===== src/rtl/addac_pkg.sv =====
// Shared types and default sizing for the addac result collector.
package addac_pkg;

  typedef enum logic {IDLE, SHIFT} collect_state_t;

  localparam int unsigned ADDAC_WORD_W = 8;

endpackage


===== src/rtl/addac_outbuf.sv =====
// One-entry valid/ready holding register; a load that cannot be accepted
// is dropped and flagged with a single-cycle overrun pulse.
module addac_outbuf #(
  parameter int unsigned WIDTH = 9
) (
  input  logic             clk,
  input  logic             rst,
  input  logic             load,
  input  logic [WIDTH-1:0] din,
  input  logic             ready,
  output logic [WIDTH-1:0] data,
  output logic             valid,
  output logic             overrun
);

  logic can_load_c;

  // Room exists when empty or when the held entry leaves this cycle.
  assign can_load_c = !valid || ready;

  always_ff @(posedge clk) begin
    if (rst) begin
      data    <= '0;
      valid   <= 1'b0;
      overrun <= 1'b0;
    end else begin
      overrun <= 1'b0;
      if (load) begin
        if (can_load_c) begin
          data  <= din;
          valid <= 1'b1;
        end else begin
          overrun <= 1'b1;
        end
      end else if (valid && ready) begin
        valid <= 1'b0;
      end
    end
  end

endmodule


===== src/rtl/addac_collect.sv =====
// Collects the addac serial sum stream LSB-first into parallel words tagged
// with the final carry, presented through a one-entry valid/ready buffer.
module addac_collect
  import addac_pkg::*;
#(
  parameter int unsigned WIDTH = ADDAC_WORD_W,
  parameter int unsigned CNT_W = $clog2(WIDTH)
) (
  input  logic             clk,
  input  logic             rst,
  input  logic             s_in,
  input  logic             cout_in,
  input  logic             bit_valid,
  input  logic             frame_start,
  output logic [WIDTH-1:0] word_out,
  output logic             carry_out,
  output logic             word_valid,
  input  logic             word_ready,
  output logic             overrun,
  output logic             frame_err
);

  localparam int unsigned SH_W = WIDTH - 1;
  localparam logic [CNT_W-1:0] LAST = CNT_W'(WIDTH - 1);

  collect_state_t   state, state_nxt;
  logic [CNT_W-1:0] count, count_nxt;
  logic [SH_W-1:0]  shreg, shreg_nxt;
  logic             frame_err_nxt;
  logic             load_c;
  logic [WIDTH-1:0] word_c;
  logic [WIDTH:0]   buf_data;

  always_ff @(posedge clk) begin
    if (rst) begin
      state     <= IDLE;
      count     <= '0;
      shreg     <= '0;
      frame_err <= 1'b0;
    end else begin
      state     <= state_nxt;
      count     <= count_nxt;
      shreg     <= shreg_nxt;
      frame_err <= frame_err_nxt;
    end
  end

  // Next-state, bit capture and word completion.
  always_comb begin
    state_nxt     = state;
    count_nxt     = count;
    shreg_nxt     = shreg;
    frame_err_nxt = 1'b0;
    load_c        = 1'b0;
    word_c        = {s_in, shreg};
    if (bit_valid) begin
      case (state)
        IDLE: begin
          if (frame_start) begin
            shreg_nxt    = '0;
            shreg_nxt[0] = s_in;
            count_nxt    = CNT_W'(1);
            state_nxt    = SHIFT;
          end
        end
        SHIFT: begin
          if (frame_start) begin
            // Restart discards the partial word; this bit becomes bit 0.
            shreg_nxt     = '0;
            shreg_nxt[0]  = s_in;
            count_nxt     = CNT_W'(1);
            frame_err_nxt = 1'b1;
          end else if (count == LAST) begin
            load_c    = 1'b1;
            shreg_nxt = '0;
            count_nxt = '0;
            state_nxt = IDLE;
          end else begin
            shreg_nxt[count] = s_in;
            count_nxt        = count + CNT_W'(1);
          end
        end
        default: state_nxt = IDLE;
      endcase
    end
  end

  addac_outbuf #(
    .WIDTH (WIDTH + 1)
  ) u_outbuf (
    .clk     (clk),
    .rst     (rst),
    .load    (load_c),
    .din     ({cout_in, word_c}),
    .ready   (word_ready),
    .data    (buf_data),
    .valid   (word_valid),
    .overrun (overrun)
  );

  assign word_out  = buf_data[WIDTH-1:0];
  assign carry_out = buf_data[WIDTH];

endmodule

===== config.mk =====
export PLATFORM = sky130hd
export DESIGN_NAME = addac_collect
export DESIGN_NICKNAME = d
export VERILOG_FILES = /design/src/rtl/addac_pkg.sv /design/src/rtl/addac_outbuf.sv /design/src/rtl/addac_collect.sv
export SDC_FILE = /design/constraint.sdc
export NUM_CORES = 1
export LEC_CHECK = 0
export BUFFER_PORTS_ARGS = -buffer_cell sky130_fd_sc_hd__buf_2
export CORE_AREA = 2 2 48 50
export DETAILED_ROUTE_END_ITERATION = 7
export DIE_AREA = 0 0 50 52
export HOLD_SLACK_MARGIN = 0.08
export MAX_ROUTING_LAYER = met4
export PLACE_DENSITY_LB_ADDON = 0.3
export SETUP_SLACK_MARGIN = 0.02
export SYNTH_ARGS = -nofsm -noshare
export SYNTH_HDL_FRONTEND = slang
export SYNTH_SLANG_ARGS = --single-unit

===== constraint.sdc =====
create_clock -name clk -period 3.2 [get_ports clk]
set_clock_uncertainty 0.15 [all_clocks]
set_input_delay 0.48 -clock clk [delete_from_list [all_inputs] [get_ports clk]]
set_output_delay 0.48 -clock clk [all_outputs]
set_load 0.02 [all_outputs]

==> impl_results.html <==
<table>
<tr><th>Metric</th><th>Value</th></tr>
<tr><th colspan="2">Outcome</th></tr>
<tr><td>Status</td><td>completed</td></tr>
<tr><th colspan="2">STA</th></tr>
<tr><td>Number of setup violations in the final report</td><td>0</td></tr>
<tr><td>Post-route clock period utilization</td><td>65.1%</td></tr>
<tr><td>Max_slew headroom</td><td>57.1%</td></tr>
<tr><td>Maximum frequency from static timing analysis</td><td>0.480 GHz</td></tr>
<tr><td>Count of final hold-check violations</td><td>0</td></tr>
<tr><td>Transition at the pin with the smallest max-transition slack</td><td>0.641 ns</td></tr>
<tr><td>RSZ-0062 raised after global routing</td><td>no</td></tr>
<tr><td>Pins over their slew limit</td><td>0</td></tr>
<tr><td>Final-layout setup total negative slack</td><td>0 ns</td></tr>
<tr><td>Shortest clock period the worst path allows after layout</td><td>2.08 ns</td></tr>
<tr><th colspan="2">Die</th></tr>
<tr><td>Core area</td><td>2110 sq um</td></tr>
<tr><td>Number of standard-cell rows in the floorplan</td><td>17</td></tr>
<tr><td>Die boundary width</td><td>50 um</td></tr>
<tr><td>Die ar.</td><td>2600 sq um</td></tr>
<tr><td>Effective utilization at floorplan</td><td>52.3%</td></tr>
<tr><td>Height of the chip</td><td>52 um</td></tr>
<tr><td>IO Count</td><td>19</td></tr>
<tr><th colspan="2">Final layout</th></tr>
<tr><td>Fraction of the core area covered by cells at the end of the flow</td><td>57.0%</td></tr>
<tr><td>Number of antenna repair diodes</td><td>0</td></tr>
<tr><td>Commonest cells after routing, fill and taps aside</td><td>dfxtp_1 (23), nand2b_1 (20), buf_2 (18), mux2i_1 (9), a21oi_1 (8)</td></tr>
<tr><td>Final Net Count</td><td>141</td></tr>
<tr><td>Filler Cell Count</td><td>199</td></tr>
<tr><td>Most common library cell in the layout ignoring fill and taps</td><td>dfxtp_1</td></tr>
<tr><td>P&amp;R area growth vs syn</td><td>8.97%</td></tr>
<tr><td>Share of post-route cells with drive strength above 1</td><td>21.5%</td></tr>
<tr><th colspan="2">Synth</th></tr>
<tr><td>Yosys warning total</td><td>0</td></tr>
<tr><td>Post-synthesis sequential element count</td><td>23</td></tr>
<tr><td>Post-Syn Instances</td><td>117</td></tr>
<tr><td>Part of the Yosys area used for sequential elements</td><td>41.8%</td></tr>
<tr><td>Count of cell types in the netlist</td><td>30</td></tr>
<tr><td>Netlist area before placement</td><td>1100 sq um</td></tr>
<tr><td>Synthesized area divided by synthesized cell count</td><td>9.42 sq um</td></tr>
<tr><td>Post-synth net total</td><td>127</td></tr>
<tr><th colspan="2">Worst setup path</th></tr>
<tr><td>Type of origin of the critical path</td><td>flop</td></tr>
<tr><td>R2r startpoint</td><td>count[0]</td></tr>
<tr><td>Classification of the worst setup path</td><td>reg2reg</td></tr>
<tr><td>Crit. End Element</td><td>flop</td></tr>
<tr><td>Reg-to-Reg End</td><td>shreg[4]</td></tr>
<tr><td>Worst setup startpoint</td><td>count[0]</td></tr>
<tr><td>Register-to-register path setup slack</td><td>1.12 ns</td></tr>
<tr><td>Largest fanout on the critical path</td><td>13</td></tr>
<tr><td>Required arrival time at the worst endpoint</td><td>3.28 ns</td></tr>
<tr><td>End of the critical path</td><td>shreg[4]</td></tr>
<tr><td>Number of cell instances on the worst register-to-register path</td><td>5</td></tr>
<tr><td>Arrival time reported for the critical path endpoint</td><td>2.17 ns</td></tr>
<tr><th colspan="2">Pwr</th></tr>
<tr><td>Total power density per cell area</td><td>380 nW/um^2</td></tr>
<tr><td>Static leakage</td><td>0.486 nW</td></tr>
<tr><td>Worst-case vdd ir drop</td><td>0.251 mV</td></tr>
<tr><th colspan="2">Route</th></tr>
<tr><td>Wire length per cell</td><td>12.2 um</td></tr>
<tr><td>Starting DRT DRC Count</td><td>11</td></tr>
<tr><td>Total via count after detailed routing</td><td>854</td></tr>
<tr><td>Drt first pass iters</td><td>4</td></tr>
<tr><td>Final routed DRC violation total</td><td>0</td></tr>
<tr><td>Mean number of vias per cell</td><td>5.41</td></tr>
<tr><td>Total wirelength of the detailed-routed design</td><td>1.93 mm</td></tr>
<tr><td>Number of nets with antenna violations after routing</td><td>0</td></tr>
<tr><th colspan="2">Hold path</th></tr>
<tr><td>Path type of the worst min-delay path</td><td>in2reg</td></tr>
<tr><th colspan="2">Clocking</th></tr>
<tr><td>Hold buffers post-CTS</td><td>0</td></tr>
<tr><td>Clock latency on the worst-skew pair</td><td>0.30 ns</td></tr>
<tr><td>Cells resized by post-CTS repair</td><td>0</td></tr>
<tr><td>Number of buffers on the longest clock path</td><td>2</td></tr>
<tr><td>CTS Sinks</td><td>23</td></tr>
<tr><td>Maximum level of the CTS H-tree</td><td>1</td></tr>
<tr><td>TritonCTS clock tree</td><td>built</td></tr>
<tr><td>Clock slew seen by the registers of the worst setup and hold paths</td><td>0.12 ns</td></tr>
<tr><td>Post-CTS setup buffers</td><td>0</td></tr>
<tr><td>Clock root buffer master</td><td>clkbuf_4</td></tr>
<tr><td>Number of clock buffers inserted by TritonCTS</td><td>3</td></tr>
<tr><th colspan="2">GRT</th></tr>
<tr><td>Via count of the first global-routing pass</td><td>749</td></tr>
<tr><td>Largest net degree at the start of global routing</td><td>31</td></tr>
<tr><td>Total congestion overflow</td><td>0</td></tr>
<tr><td>Global-route wire length before repair</td><td>3.19 mm</td></tr>
<tr><td>GRT Util Overall</td><td>16.6%</td></tr>
<tr><td>Number of antenna violations at the first check in global routing</td><td>0</td></tr>
<tr><th colspan="2">Placed design</th></tr>
<tr><td>Number of buffers added on ports</td><td>18</td></tr>
<tr><td>Final weighted congestion of routability-driven global placement</td><td>0.853</td></tr>
<tr><td>Final HPWL DP</td><td>1.38 mm</td></tr>
<tr><th colspan="2">Job</th></tr>
<tr><td>Max Cap Violations</td><td>0</td></tr>
</table>
-- layer usage --
metal | vias to the layer above | track usage (%) | routed length, um
li1 | 439 | - | -
met1 | 397 | 19.9 | 936
met2 | 14 | 27.2 | 907
met3 | 4 | 2.59 | 51
met4 | 0 | 8.33 | 30
met5 | - | - | 0
-- Yosys cell counts, drive strengths merged --
cell / n / share of area, %
a21oi: 8 / 3.6
a22oi: 3 / 2.0
a31oi: 1 / 0.57
and3: 1 / 1.0
and3b: 1 / 0.79
and4bb: 1 / 1.1
buf: 2 / 2.0
clkbuf: 7 / 2.7
dfxtp: 23 / 42
ha: 3 / 3.4
inv: 1 / 0.34
mux2i: 9 / 8.2
nand2: 6 / 2.0
nand2b: 20 / 11
nand3: 3 / 1.4
nand3b: 2 / 1.4
nand4bb: 1 / 1.0
nor2: 4 / 1.4
nor2b: 1 / 0.57
nor3: 2 / 0.91
nor3b: 2 / 1.4
o211a: 1 / 0.91
o21ai: 3 / 1.7
o22ai: 3 / 1.7
o32ai: 3 / 2.4
or2b: 1 / 0.79
or3: 2 / 1.1
or3b: 3 / 2.4
-- worst min path at each step --
stage / startpoint / endpoint / slack, ns / cells after the start
2_1_floorplan: shreg[2] / shreg[2] / 0.31 / 2
3_3_place_gp: u_outbuf.data[8] / u_outbuf.data[8] / 0.30 / 2
3_5_place_dp: u_outbuf.data[5] / u_outbuf.data[5] / 0.31 / 2
4_1_cts: cout_in / u_outbuf.data[8] / 0.28 / 3
5_1_grt: cout_in / u_outbuf.data[8] / 0.30 / 3
6_report: cout_in / u_outbuf.data[8] / 0.28 / 3
-- power by group --
| group | internal, W | switching, W |
|---|---|---|
| combinational | 0.0000151 | 0.0000180 |
| sequential | 0.000289 | 0.00000509 |
| clock | 0.0000485 | 0.0000800 |
| total | 0.000353 | 0.000103 |
-- cell type report --
type / instances / area (sq um) / share of cell area, %
inverters: 1 / 3.75 / 0.313
clock buffers: 4 / 26.3 / 2.19
well taps: 28 / 35.0 / 2.92
flip-flops and latches: 23 / 460 / 38.3
multi-input cells: 84 / 586 / 48.8
repair buffers: 18 / 90.1 / 7.50
-- worst max-delay path, cell delays in order, from the launching register on --
cell	delay, ns
dfxtp_1	0.43
ha_1	0.27
ha_1	0.27
nor3b_1	0.57
a21oi_1	0.14
o22ai_1	0.18
-- logic make-up (layout without fill, tap and decap cells) --
logic type | after synthesis | after routing | share of synthesized area (%)
buffers and inverters | 10 | 23 | 5.11
AOI/OAI and AO/OA | 22 | 22 | 12.9
DFF | 23 | 23 | 41.8
muxes | 9 | 9 | 8.17
and+or+nand+nor | 50 | 50 | 28.6
adders and majority gates | 3 | 3 | 3.41
-- sequential cells by signal, indices dropped and copies added, names as in the netlist --
name	count
u_outbuf.data	9
shreg	7
count	3
frame_err	1
state	1
u_outbuf.overrun	1
u_outbuf.valid	1
-- per-stage QoR --
stage	hold slack (ns)	area [sq um]	power [W]	setup slack, ns	cells
global route	0.299	1200	0.000475	0.978	158
detailed placement	0.312	1170	0.000334	1.17	154
finish	0.285	1200	0.000456	1.12	158
global placement	0.305	1170	0.000333	1.24	154
CTS	0.280	1200	0.000462	1.11	158
floorplan	0.308	1100	0.000325	1.54	117
No activity file was read; power rests on OpenSTA's default activity.
